### src/rtl/ads127l01_pkg.sv
// Shared types and helpers for the ADS127L01 acquisition controller.
//   acq_state_t : sequencer states
//   ADC_W       : native ADC word width
//   sext32()    : sign-extend the low 'width' bits of a word to 32 bits
package ads127l01_pkg;

    typedef enum logic [2:0] {
        IDLE,
        RESET,
        WAKE,
        RUN,
        FAULT
    } acq_state_t;

    localparam int unsigned ADC_W = 24;

    // Shift the sign bit up to bit 31, then arithmetic-shift back down.
    function automatic logic [31:0] sext32(input logic [31:0] w, input int unsigned width);
        logic [4:0] sh;
        sh = 5'(32 - width);
        return 32'($signed(w << sh) >>> sh);
    endfunction

endpackage

### src/rtl/sync_fifo.sv
// Show-ahead synchronous FIFO with occupancy count and flush.
// Ports:
//   clk, rst_n   : clock, asynchronous active-low reset
//   flush        : empties the FIFO (wins over push/pop)
//   wr_en/wr_data: push request; accepted when not full or when popping in the same cycle
//   rd_en        : pop request; ignored when empty
//   rd_data_c    : head word (undefined content when empty)
//   count        : words held, saturates at DEPTH
//   full_c/empty_c: occupancy flags decoded from count
module sync_fifo #(
    parameter int unsigned W     = 24,
    parameter int unsigned DEPTH = 16
) (
    input  logic                     clk,
    input  logic                     rst_n,
    input  logic                     flush,
    input  logic                     wr_en,
    input  logic [W-1:0]             wr_data,
    input  logic                     rd_en,
    output logic [W-1:0]             rd_data_c,
    output logic [$clog2(DEPTH):0]   count,
    output logic                     full_c,
    output logic                     empty_c
);

    localparam int unsigned PTR_W = $clog2(DEPTH);
    localparam int unsigned CNT_W = PTR_W + 1;

    logic [W-1:0]     mem [DEPTH];
    logic [PTR_W-1:0] wr_ptr;
    logic [PTR_W-1:0] rd_ptr;
    logic             do_push;
    logic             do_pop;

    assign full_c    = (count == CNT_W'(DEPTH));
    assign empty_c   = (count == '0);
    assign rd_data_c = mem[rd_ptr];

    // A push into a full FIFO still lands when the head is popped in the same cycle.
    assign do_pop  = rd_en & ~empty_c;
    assign do_push = wr_en & (~full_c | do_pop);

    // Pointers and count; pointers wrap naturally because DEPTH is a power of two.
    always_ff @(posedge clk or negedge rst_n) begin
        if (!rst_n) begin
            wr_ptr <= '0;
            rd_ptr <= '0;
            count  <= '0;
        end else if (flush) begin
            wr_ptr <= '0;
            rd_ptr <= '0;
            count  <= '0;
        end else begin
            if (do_push) begin
                wr_ptr <= wr_ptr + PTR_W'(1);
            end
            if (do_pop) begin
                rd_ptr <= rd_ptr + PTR_W'(1);
            end
            if (do_push && !do_pop) begin
                count <= count + CNT_W'(1);
            end else if (do_pop && !do_push) begin
                count <= count - CNT_W'(1);
            end
        end
    end

    // Storage array.
    always_ff @(posedge clk) begin
        if (do_push && !flush) begin
            mem[wr_ptr] <= wr_data;
        end
    end

endmodule

### src/rtl/ads127l01_acq_ctrl.sv
// Sequencer and capture controller for one ADS127L01 in frame-sync master mode.
// Brings the ADC out of reset from a GPIO enable, deserialises DATA_W-bit frames
// clocked by the ADC's own sck and buffers them for an AXI-lite register slice.
// Ports:
//   aclk, aresetn      : system clock, asynchronous active-low reset
//   enable             : level-sensitive run request
//   sck, dout, fsync   : ADC serial interface (asynchronous to aclk)
//   adc_reset_n        : ADC reset_n pin
//   adc_start          : ADC start pin
//   rd_en              : pop one word from the buffer
//   rd_data            : sign-extended head word, 0 when empty
//   data_cnt           : words held
//   overflow           : sticky, a completed frame was dropped on a full buffer
//   timeout            : high while the frame-sync watchdog has tripped
module ads127l01_acq_ctrl
    import ads127l01_pkg::*;
#(
    parameter int unsigned DATA_W     = ADC_W,
    parameter int unsigned FIFO_DEPTH = 16,
    parameter int unsigned RST_CYCLES = 100,
    parameter int unsigned START_DLY  = 50,
    parameter int unsigned TIMEOUT    = 4096
) (
    input  logic                          aclk,
    input  logic                          aresetn,
    input  logic                          enable,
    input  logic                          sck,
    input  logic                          dout,
    input  logic                          fsync,
    output logic                          adc_reset_n,
    output logic                          adc_start,
    input  logic                          rd_en,
    output logic [31:0]                   rd_data,
    output logic [$clog2(FIFO_DEPTH):0]   data_cnt,
    output logic                          overflow,
    output logic                          timeout
);

    localparam int unsigned PH_MAX = (RST_CYCLES > START_DLY) ? RST_CYCLES : START_DLY;
    localparam int unsigned PH_W   = $clog2(PH_MAX + 1);
    localparam int unsigned WD_W   = $clog2(TIMEOUT + 1);
    localparam int unsigned BIT_W  = $clog2(DATA_W);

    acq_state_t        state;
    acq_state_t        state_next;
    logic [PH_W-1:0]   phase_cnt;
    logic [WD_W-1:0]   wd_cnt;

    logic [2:0]        sck_sh;
    logic [2:0]        fsync_sh;
    logic [1:0]        dout_sh;
    logic              dout_q;
    logic              sck_rise;
    logic              fsync_rise;

    logic              armed;
    logic [BIT_W-1:0]  bit_cnt;
    logic [DATA_W-1:0] shreg;
    logic              push;

    logic              flush_c;
    logic [DATA_W-1:0] head_c;
    logic              full_c;
    logic              empty_c;

    // Two sync stages, a third stage for edge detection; dout is delayed to line up
    // with the registered sck edge so the sampled bit matches the edge that flagged it.
    always_ff @(posedge aclk or negedge aresetn) begin
        if (!aresetn) begin
            sck_sh     <= '0;
            fsync_sh   <= '0;
            dout_sh    <= '0;
            dout_q     <= 1'b0;
            sck_rise   <= 1'b0;
            fsync_rise <= 1'b0;
        end else begin
            sck_sh     <= {sck_sh[1:0], sck};
            fsync_sh   <= {fsync_sh[1:0], fsync};
            dout_sh    <= {dout_sh[0], dout};
            dout_q     <= dout_sh[1];
            sck_rise   <= sck_sh[1] & ~sck_sh[2];
            fsync_rise <= fsync_sh[1] & ~fsync_sh[2];
        end
    end

    // State register.
    always_ff @(posedge aclk or negedge aresetn) begin
        if (!aresetn) begin
            state <= IDLE;
        end else begin
            state <= state_next;
        end
    end

    // Next-state logic; dropping enable returns to IDLE from anywhere.
    always_comb begin
        state_next = state;
        flush_c    = 1'b0;
        case (state)
            IDLE: begin
                if (enable) begin
                    state_next = RESET;
                    flush_c    = 1'b1;
                end
            end
            RESET: begin
                if (phase_cnt == PH_W'(RST_CYCLES - 1)) begin
                    state_next = WAKE;
                end
            end
            WAKE: begin
                if (phase_cnt == PH_W'(START_DLY - 1)) begin
                    state_next = RUN;
                end
            end
            RUN: begin
                if (!fsync_rise && (wd_cnt == WD_W'(TIMEOUT - 1))) begin
                    state_next = FAULT;
                end
            end
            FAULT: begin
                state_next = FAULT;
            end
            default: begin
                state_next = IDLE;
            end
        endcase
        if (!enable) begin
            state_next = IDLE;
        end
    end

    // Dwell counter for RESET/WAKE, restarted on every state change.
    always_ff @(posedge aclk or negedge aresetn) begin
        if (!aresetn) begin
            phase_cnt <= '0;
        end else if ((state_next != state) || ((state != RESET) && (state != WAKE))) begin
            phase_cnt <= '0;
        end else begin
            phase_cnt <= phase_cnt + PH_W'(1);
        end
    end

    // Frame-sync watchdog, live only in RUN.
    always_ff @(posedge aclk or negedge aresetn) begin
        if (!aresetn) begin
            wd_cnt <= '0;
        end else if ((state != RUN) || fsync_rise) begin
            wd_cnt <= '0;
        end else begin
            wd_cnt <= wd_cnt + WD_W'(1);
        end
    end

    // Pin and status outputs registered from the next state so they track the state register.
    always_ff @(posedge aclk or negedge aresetn) begin
        if (!aresetn) begin
            adc_reset_n <= 1'b0;
            adc_start   <= 1'b0;
            timeout     <= 1'b0;
        end else begin
            adc_reset_n <= (state_next == WAKE) || (state_next == RUN) || (state_next == FAULT);
            adc_start   <= (state_next == RUN);
            timeout     <= (state_next == FAULT);
        end
    end

    // Deserialiser: fsync re-arms (discarding any partial word), DATA_W sck edges fill it.
    always_ff @(posedge aclk or negedge aresetn) begin
        if (!aresetn) begin
            armed   <= 1'b0;
            bit_cnt <= '0;
            shreg   <= '0;
            push    <= 1'b0;
        end else if (state != RUN) begin
            armed   <= 1'b0;
            bit_cnt <= '0;
            push    <= 1'b0;
        end else begin
            push <= 1'b0;
            if (fsync_rise) begin
                armed   <= 1'b1;
                bit_cnt <= '0;
            end else if (armed && sck_rise) begin
                shreg <= {shreg[DATA_W-2:0], dout_q};
                if (bit_cnt == BIT_W'(DATA_W - 1)) begin
                    armed   <= 1'b0;
                    bit_cnt <= '0;
                    push    <= 1'b1;
                end else begin
                    bit_cnt <= bit_cnt + BIT_W'(1);
                end
            end
        end
    end

    // Sticky drop flag; a simultaneous pop frees the slot so that push is not a drop.
    always_ff @(posedge aclk or negedge aresetn) begin
        if (!aresetn) begin
            overflow <= 1'b0;
        end else if (flush_c) begin
            overflow <= 1'b0;
        end else if (push && full_c && !rd_en) begin
            overflow <= 1'b1;
        end
    end

    sync_fifo #(
        .W     (DATA_W),
        .DEPTH (FIFO_DEPTH)
    ) u_fifo (
        .clk       (aclk),
        .rst_n     (aresetn),
        .flush     (flush_c),
        .wr_en     (push),
        .wr_data   (shreg),
        .rd_en     (rd_en),
        .rd_data_c (head_c),
        .count     (data_cnt),
        .full_c    (full_c),
        .empty_c   (empty_c)
    );

    assign rd_data = empty_c ? 32'h0 : sext32(32'(head_c), DATA_W);

endmodule

### config.mk
export PLATFORM = sky130hd
export DESIGN_NAME = ads127l01_acq_ctrl
export DESIGN_NICKNAME = d
export VERILOG_FILES = /design/src/rtl/ads127l01_pkg.sv /design/src/rtl/sync_fifo.sv /design/src/rtl/ads127l01_acq_ctrl.sv
export SDC_FILE = /design/constraint.sdc
export NUM_CORES = 1
export LEC_CHECK = 0
export BUFFER_PORTS_ARGS = -buffer_cell sky130_fd_sc_hd__buf_4
export CAP_MARGIN = 20
export CORE_ASPECT_RATIO = 0.8
export CORE_MARGIN = 2
export CORE_UTILIZATION = 65
export DETAILED_ROUTE_END_ITERATION = 10
export PLACE_DENSITY = 0.94
export SYNTH_ARGS = -nofsm -noshare
export SYNTH_HDL_FRONTEND = slang
export SYNTH_HIERARCHICAL = 1
export SYNTH_SLANG_ARGS = --single-unit
### constraint.sdc
create_clock -name aclk -period 7.4 [get_ports aclk]
set_input_delay 0.74 -clock aclk [delete_from_list [all_inputs] [get_ports aclk]]
set_output_delay 0.74 -clock aclk [all_outputs]
set_load 0.05 [all_outputs]
* After elaboration in Yosys (flattened, before gate mapping)
Memories as Yosys holds them, arrays and structs flattened.
Cells that the tools add are included.
** Storage, ports and cells
- Bits in registers :: 82
- Memory bits (writable) :: 384
- Bits of input ports :: 7
- Logic and storage cells :: 115
- Memories kept :: 1
** Cells by class
- $add $sub $neg :: 7
- Eq/ne operators :: 16
- Multiplexer cells :: 33
- Bitwise logic cells :: 11
- Reductions and logical operators :: 27
** Memory list
- u_fifo.mem :: words 16, width 24, read ports 1, clocked after Yosys merged registers in 0, write ports 1, line sync_fifo.sv:29 : logic [W-1:0] mem [DEPTH];
** Operator list (count)
- 5-bit 2-to-1 mux :: 7
- 32-bit 2-to-1 mux :: 1
- 4-bit 2-to-1 mux :: 4
- 3-bit case mux with 5 select lines :: 1
- 1-bit 2-to-1 mux :: 14
- 13-bit by 1-bit adder with 13-bit output, second input constant :: 1
- 13-bit by 12-bit == test with 1-bit output, second input constant :: 1
- 13-bit 2-to-1 mux :: 1
- 3-bit by 2-bit == test with 1-bit output, second input constant :: 4
- 3-bit 2-to-1 mux :: 4
- 5-bit by 1-bit adder with 5-bit output, second input constant :: 2
- 5-bit == test, second input constant :: 2
- 3-bit nonzero test :: 3
- 4-bit by 1-bit adder with 4-bit output, second input constant :: 2
- 1-bit logical AND :: 8
- 7-bit by 1-bit adder with 7-bit output, second input constant :: 1
- 7-bit by 6-bit == test with 1-bit output, second input constant :: 1
- 7-bit == test, second input constant :: 1
- 7-bit 2-to-1 mux :: 1
- 3-bit == test, second input constant :: 2
- 3-bit by 2-bit inequality test with 1-bit output, second input constant :: 2
- 1-bit inverter :: 6
- 2-bit nonzero test :: 3
- 1-bit logical NOT :: 5
- 11 further kinds :: 17

* Depth between registers and ports, before layout
Gate-level depths: netlist (run 1).
- Depth after elaboration :: 10
- Depth in mapped cells :: 8

* Hierarchy
Netlist (run 1), hierarchy kept.
** Modules (own cells, without submodules)
- sync_fifo :: times used 1, cells each 707, area each 15458.6 µm², seq. area each 11856.4 µm²
- ads127l01_acq_ctrl :: times used 1, cells each 256, area each 3049.2 µm², seq. area each 1726.7 µm²

* Worst setup path before layout (run 1)
No wires, ideal clock.
- Kind :: input-to-reg
- Start :: in enable
- End :: mem u_fifo.mem[2][0] (enable)
- Arrival time :: 3723 ps
- Data required time :: 6934 ps
- Slack :: 3211 ps
- Stages :: 5
- Path buffers :: 0
- Cell sequence :: nand2b_1 > nor3_1 > nor2b_1 > nand2_1 > nor4_1
** On the way
- Cells in the longest elaborated chain, start to end :: 6
** RTL lines
- from (decl) :: line ads127l01_acq_ctrl.sv:26 : input logic enable,
- 1-bit 2-to-1 mux :: line ads127l01_acq_ctrl.sv:101 : if (enable) begin
- 1-bit 2-to-1 mux :: line ads127l01_acq_ctrl.sv:99 : case (state)
- net flush_c :: line ads127l01_acq_ctrl.sv:61 : logic flush_c;
- 1-bit logical NOT :: line sync_fifo.sv:70 : if (do_push && !flush) begin
- 1-bit logical AND :: line sync_fifo.sv:70
- 1-bit 2-to-1 mux :: line sync_fifo.sv:70
- 1-bit 2-to-1 mux (implied by the code) :: line sync_fifo.sv:71 : mem[wr_ptr] <= wr_data;
- to (decl) :: line sync_fifo.sv:29
The timed path passes the listed nets, and every way through them passes these cells.

* Worst setup path in the final report (run 1)
- Start :: reg u_fifo.rd_ptr[0]
- End :: out rd_data[18]
** On the way
- Cells in the longest elaborated chain, start to end :: 2
** RTL lines
- from (decl) :: line sync_fifo.sv:31 : logic [PTR_W-1:0] rd_ptr;
- from (signal assigned) :: line sync_fifo.sv:58 : rd_ptr <= rd_ptr + PTR_W'(1);
- memory 16 x 24 bit
- net head_c[18] :: line ads127l01_acq_ctrl.sv:62 : logic [DATA_W-1:0] head_c;
- 32-bit 2-to-1 mux :: line ads127l01_acq_ctrl.sv:224 : assign rd_data = empty_c ? 32'h0 : sext32(32'(head_c), DATA_W);
- to (decl) :: line ads127l01_acq_ctrl.sv:33 : output logic [31:0] rd_data,
The timed path passes the listed nets, and every way through them passes these cells.

==> results of run 1 <==
[per-layer routing]
metal / track usage [%] / vias up
li1: - / 3950
met1: 40.8 / 5008
met2: 49.7 / 748
met3: 5.93 / 176
met4: 14.5 / 0
met5: 0 / -
[cell families (layout without fill, tap and decap cells)]
kind of cell	Yosys count	count (layout)	synth area share, %
XOR/XNOR	23	23	1.09
adder cells (fa/ha/maj)	14	14	0.987
multiplexers	122	122	13.3
AND/OR/NAND/NOR	186	186	5.81
buffers and inverters	64	164	1.79
AO/OA/AOI/OAI	88	88	3.68
flip-flops	466	466	73.4
[cells in the mapped netlist (3+ instances only)]
master / n / share of area [%]
nor4_1: 5 / 0.17
xor2_1: 16 / 0.76
nand2_1: 38 / 0.77
edfxtp_1: 384 / 62
nand2b_1: 4 / 0.14
clkbuf_1: 25 / 0.51
mux4_2: 96 / 12
and2_1: 6 / 0.20
nand3_1: 14 / 0.38
and3_1: 3 / 0.10
a31oi_1: 4 / 0.14
nor2b_1: 31 / 1.0
nand4b_1: 3 / 0.14
a22oi_1: 48 / 1.9
buf_6: 6 / 0.37
nand3b_4: 3 / 0.32
xnor2_1: 7 / 0.33
buf_4: 8 / 0.32
mux2_2: 5 / 0.30
mux2_1: 19 / 1.2
nor2_2: 4 / 0.14
nor2_1: 46 / 0.93
nor3b_1: 3 / 0.12
buf_2: 13 / 0.35
o211ai_2: 4 / 0.27
o21a_1: 5 / 0.20
nor3_1: 5 / 0.14
ha_1: 13 / 0.88
nand4_1: 3 / 0.10
dfrtp_1: 82 / 11
inv_1: 11 / 0.22
a21oi_1: 11 / 0.30
[report_power, final]
group	internal [W]	switching, W	leakage (nW)
Combinational	0.000296	0.000454	1.98
Sequential	0.00283	0.000125	5.42
Clock	0.00128	0.000940	0.709
Total	0.00441	0.00152	8.11
[final timing paths]
| path | endpoint | slack (ps) | start | cells after the start |
|---|---|---|---|---|
| min in group aclk | sck_sh[0] | 300 | sck | 1 |
| max | rd_data[18] | 2970 | u_fifo/rd_ptr[0] | 6 |
| max reg2reg | u_fifo/mem[0][3] | 4060 | state[2] | 7 |
| min | shreg[17] | 80 | aresetn | 1 |
| max in group asynchronous | u_fifo/rd_ptr[1] | 6090 | aresetn | 2 |
| min reg2reg | fsync_sh[1] | 350 | fsync_sh[0] | 0 |
[state kept, by name, indices dropped and copies added, names as in the netlist, 4 cells and up]
register,flops
bit_cnt,5
wd_cnt,13
u_fifo/mem,384
phase_cnt,7
u_fifo/rd_ptr,4
u_fifo/count,5
u_fifo/wr_ptr,4
shreg,24
[area by class of cell]
class | count | area [um2]
fillers | 1376 | 7420
multi-input cells | 433 | 4650
inverters | 11 | 41.3
repair buffers | 73 | 548
clock inverters | 15 | 140
clock buffers | 65 | 1290
flip-flops and latches | 466 | 13600
well taps | 370 | 463
[per-stage QoR]
| step | cell area [um2] | instances | total power, W | hold WS, ps |
|---|---|---|---|---|
| floorplan | 18500 | 963 | 0.00356 | 331 |
| global placement | 19300 | 1353 | 0.00372 | 334 |
| detailed placement | 19300 | 1353 | 0.00375 | 335 |
| CTS | 20700 | 1433 | 0.00594 | 77.4 |
| global route | 20700 | 1433 | 0.00608 | 96.5 |
| finish | 20700 | 1433 | 0.00593 | 76.8 |
[worst register-to-register path, delay by kind of cell (launching register included)]
family	cells	cell delay, ps
flops	1	410
simple gates	5	1810
buf+inv	2	750
==> results.py, run 1 <==
metrics = {
    "run_status": {
        "status": "finished, final reports clean",
    },
    "floorplanning": {
        "ios": 48,
        "rows": 55,
        "dieArea_um2": 29800,
        "coreArea_um2": 28100,
        "die-height_um": 155,
        "dieWidth_um": 193,
        "start_util_pct": 65.8,
    },
    "timing": {
        "finalSetupViolations": 0,
        "final_max_slew_viol_count": 0,
        "tightest_slew_ps": 1100,
        "tns_ps": 0,
        "fin_crit_ps": 4430,
        "fmax_mhz": 226,
        "skew_ps": 14.4,
        "rsz0062_at_grt": "no",
        "setup_ws_ps": 2970,
        "final-hold-violation-count": 0,
        "period_share_pct": 59.8,
        "slew_headroom_pct": 26.8,
    },
    "drt": {
        "wl_mm": 43.8,
        "highest-signal-layer": "met4",
        "drc": 0,
        "drt_iter0_markers": 1199,
        "drt_pass1_iterations": 7,
        "routed-wl-met2_mm": 22.1,
        "m1WireLength_mm": 15.2,
        "wire_per_inst_um": 30.5,
        "via_per_inst": 6.90,
        "ant_nets": 0,
        "wl_met3_mm": 4.50,
        "num_vias": 9882,
    },
    "placed_design": {
        "hpwl_mm": 21.0,
        "gp_congestion": 0.757,
        "io_buffers": 47,
        "pre_cts_ws_ps": 3590,
    },
    "setup_path": {
        "critPathBufInv": 2,
        "worstSetupStartpointType": "flop",
        "cp_top_family": "buffers and inverters",
        "crit_path_top_delay_cell": "dfrtp_4",
        "path_class": "reg2out",
        "crit_fanout": 39,
        "crit_arrival_ps": 3690,
        "crit_chain": "buf_4, mux4_2, a22oi_1, nand2_1, nor2b_1, buf_4",
        "cp.required_ps": 6660,
        "cp_slowest_stage_delay_ps": 910,
        "cp_common_cell": "buf_4",
        "endpoint_kind": "primary output",
    },
    "min_path": {
        "min_path_type": "in2async",
    },
    "synth": {
        "synth.yosys.seq_area_share_pct": 73.4,
        "synthesis.nets": 984,
        "synthArstFlopShare_pct": 17.6,
        "yosysWarningCount": 6,
        "synth_seq_cells": 466,
        "synth_cells": 963,
        "netlist-cell-type-count": 62,
        "synth_area_um2": 18500,
        "synth_flop_cell": "edfxtp_1",
        "synth_edf_count": 384,
        "synth_area_per_cell_um2": 19.2,
    },
    "pwr": {
        "cellPowerDensity_nw_per_um2": 286,
        "ir_worst_vdd_v": 0.000202,
        "leakage_nw": 8.11,
    },
    "final_layout": {
        "layout_common_cells": "384 x edfxtp_1, 96 x mux4_2, 80 x dfrtp_1",
        "nNetsFinal": 1049,
        "postLayoutCoreUtil_pct": 73.6,
        "antennaDiodeCount": 0,
        "layout_commonest_cell": "edfxtp_1",
        "area_delta_synth_final_pct": 12.0,
        "drive_gt1_share_pct": 27.1,
    },
    "clocking": {
        "cts_max_level": 2,
        "clock_latency_ps": 550,
        "clockBufferDepth": 3,
        "cts_hold_buffers": 0,
        "cts_setup_buffers": 0,
        "cts_tree": "built",
        "clock-sinks": 466,
        "cts-root-buf": "clkbuf_16",
        "cts_buffers": 43,
        "clk_pin_slew_ps": 70,
        "cts_resized": 0,
    },
    "run": {
        "maxCapViolCount": 0,
    },
    "global_routing": {
        "grt_max_degree": 73,
        "overflow": 0,
        "grt_antenna_before_repair": 0,
        "grt_pass1_vias": 10300,
        "track_usage_pct": 30.6,
        "grt_pass1_wl_mm": 65.0,
    },
}
(Power assumes the default switching activity.)
==> run 2: changes to the inputs <==
--- a/config.mk
+++ b/config.mk
@@ -9,9 +9,9 @@
 export CAP_MARGIN = 20
 export CORE_ASPECT_RATIO = 0.8
 export CORE_MARGIN = 2
-export CORE_UTILIZATION = 65
+export CORE_UTILIZATION = 56
 export DETAILED_ROUTE_END_ITERATION = 10
-export PLACE_DENSITY = 0.94
+export PLACE_DENSITY = 0.88
 export SYNTH_ARGS = -nofsm -noshare
 export SYNTH_HDL_FRONTEND = slang
 export SYNTH_HIERARCHICAL = 1
==> constraint.sdc (replaced) <==
create_clock -name aclk -period 3.6 [get_ports aclk]
set_input_delay 0.36 -clock aclk [delete_from_list [all_inputs] [get_ports aclk]]
set_output_delay 0.36 -clock aclk [all_outputs]
set_load 0.05 [all_outputs]
==> run 2 against run 1 <==
Worst hold slack better by 4.7 ps. Non-clock buffer count up 12. Die area up 16%. Power up 110%. Utilization down 9.3 points. Critical path depth unchanged. Final cell count up 4.8%. Highest routed layer unchanged. Worst setup slack worse by 2700 ps. Largest power group unchanged. Flip-flop and latch count unchanged. Combinational power up 120%. First-iteration DRC count down 12%. Critical endpoint is now rd_data[21].
==> results.py, run 2 (same netlist as run 1, synthesis figures left out) <==
metrics = {
    "global_routing": {
        "grt_pass1_wl_mm": 60.3,
        "overflow": 0,
        "track_usage_pct": 23.4,
        "grt_pass1_vias": 9758,
        "grt_max_degree": 50,
        "grt_antenna_before_repair": 0,
    },
    "timing": {
        "final_max_slew_viol_count": 0,
        "tightest_slew_ps": 851,
        "fmax_mhz": 298,
        "hold-worst-slack_ps": 81.5,
        "fin_crit_ps": 3350,
        "final-hold-violation-count": 0,
        "finalSetupViolations": 0,
        "skew_ps": 17.9,
        "tns_ps": 0,
        "slew_headroom_pct": 42.8,
        "rsz0062_at_grt": "no",
        "period_share_pct": 93.2,
    },
    "setup_path": {
        "path_class": "reg2out",
        "crit_fanout": 28,
        "crit_path_top_delay_cell": "dfrtp_4",
        "endpoint_kind": "primary output",
        "cp_slowest_stage_delay_ps": 750,
        "worstSetupStartpointType": "flop",
        "crit_arrival_ps": 2990,
        "crit_chain": "buf_12, mux4_2, a22oi_1, nand2_1, nor2b_1, buf_4",
        "cp.required_ps": 3240,
    },
    "floorplanning": {
        "start_util_pct": 56.9,
        "die-height_um": 167,
        "ios": 48,
        "dieWidth_um": 207,
        "coreArea_um2": 32600,
        "dieArea_um2": 34500,
        "rows": 59,
    },
    "final_layout": {
        "layout_common_cells": "384 x edfxtp_1, 96 x mux4_2, 80 x dfrtp_1",
        "multi_input_area_um2": 4650,
        "top_regs": "u_fifo/mem (384), shreg (24), wd_cnt (13)",
        "nFillCells": 2000,
        "area_delta_synth_final_pct": 13.1,
        "layout_commonest_cell": "edfxtp_1",
        "largest_reg_flops": 384,
        "postLayoutCoreUtil_pct": 64.3,
        "top_register": "u_fifo/mem",
        "nNetsFinal": 1062,
        "final-seq-area_um2": 13600,
        "drive_gt1_share_pct": 27.6,
        "final_area_um2": 20900,
        "antennaDiodeCount": 0,
    },
    "clocking": {
        "cts_max_level": 2,
        "cts_tree": "built",
        "clockBufferDepth": 3,
        "cts_setup_buffers": 0,
        "cts_buffers": 44,
        "cts-root-buf": "clkbuf_16",
        "clk_pin_slew_ps": 60,
        "clock_latency_ps": 540,
        "clock-sinks": 466,
    },
    "run": {
        "maxCapViolCount": 0,
    },
    "min_path": {
        "min_path_type": "in2reg",
    },
    "drt": {
        "drc": 0,
        "wl_mm": 39.7,
        "wire_per_inst_um": 26.4,
        "drt_pass1_iterations": 5,
        "ant_nets": 0,
        "num_vias": 9424,
        "via_per_inst": 6.27,
        "drt_iter0_markers": 1060,
    },
    "placed_design": {
        "gp_congestion": 0.759,
        "dpl-instance-area_um2": 19500,
        "hpwl_mm": 20.9,
        "io_buffers": 47,
    },
    "pwr": {
        "leakage_nw": 8.18,
        "total_power_w": 0.0122,
        "ir_worst_vdd_v": 0.000445,
        "cellPowerDensity_nw_per_um2": 585,
    },
    "run_status": {
        "status": "finished, final reports clean",
    },
}
-- run 2: layout make-up --
cell class	instances	share of cell area, %
Clock buffer	62	5.98
Clock inverter	18	0.813
Inverter	11	0.197
Multi-Input combinational cell	433	22.2
Sequential cell	466	64.9
Tap cell	427	2.55
Timing Repair Buffer	85	3.33
-- run 2: timing repair --
item                                   in CTS  in global routing
hold buffers                                4                  0
gates resized for setup                     0                  0
endpoints found under the hold margin      50                  0
-- run 2: stage by stage --
stage / cells / setup WS [ps]
finish: 1502 / 247
global route: 1502 / 127
floorplan: 963 / -460
global placement: 1418 / 895
detailed placement: 1418 / 789
CTS: 1502 / 217
-- run 2: layer usage --
metal / GRT usage (%) / share of wire (%)
met1: 31.9 / 39
met2: 39.1 / 50
met3: 4.47 / 8.8
met4: 6.71 / 2.6
met5: 0 / 0
-- run 2: worst max-delay path: cells and delay by family, from the launching register on --
kind / cells / cell delay (ps)
flip-flops: 1 / 750
buffers and inverters: 2 / 550
AND/OR/NAND/NOR: 2 / 310
AO/OA/AOI/OAI: 1 / 270
multiplexers: 1 / 550
-- run 2: path summary, 6_finish.rpt --
check                                 startpoint              end  slack, ps  cells past startpoint
worst min register to register       fsync_sh[0]      fsync_sh[1]        350                      0
max in group asynchronous                aresetn        shreg[23]       2420                      3
min in group asynchronous                aresetn      fsync_sh[0]        410                      2
worst min-delay path                      enable      adc_reset_n         80                      2
worst max-delay path            u_fifo/rd_ptr[0]      rd_data[21]        250                      6
worst max register to register   u_fifo/count[1]  u_fifo/count[4]        750                      7
-- run 2: power by group --
group	total (W)	leakage (nW)	internal, W	switching (W)
registers	0.00604	5.42	0.00581	0.000225
clock network	0.00455	0.707	0.00264	0.00190
logic	0.00166	2.05	0.000670	0.000990
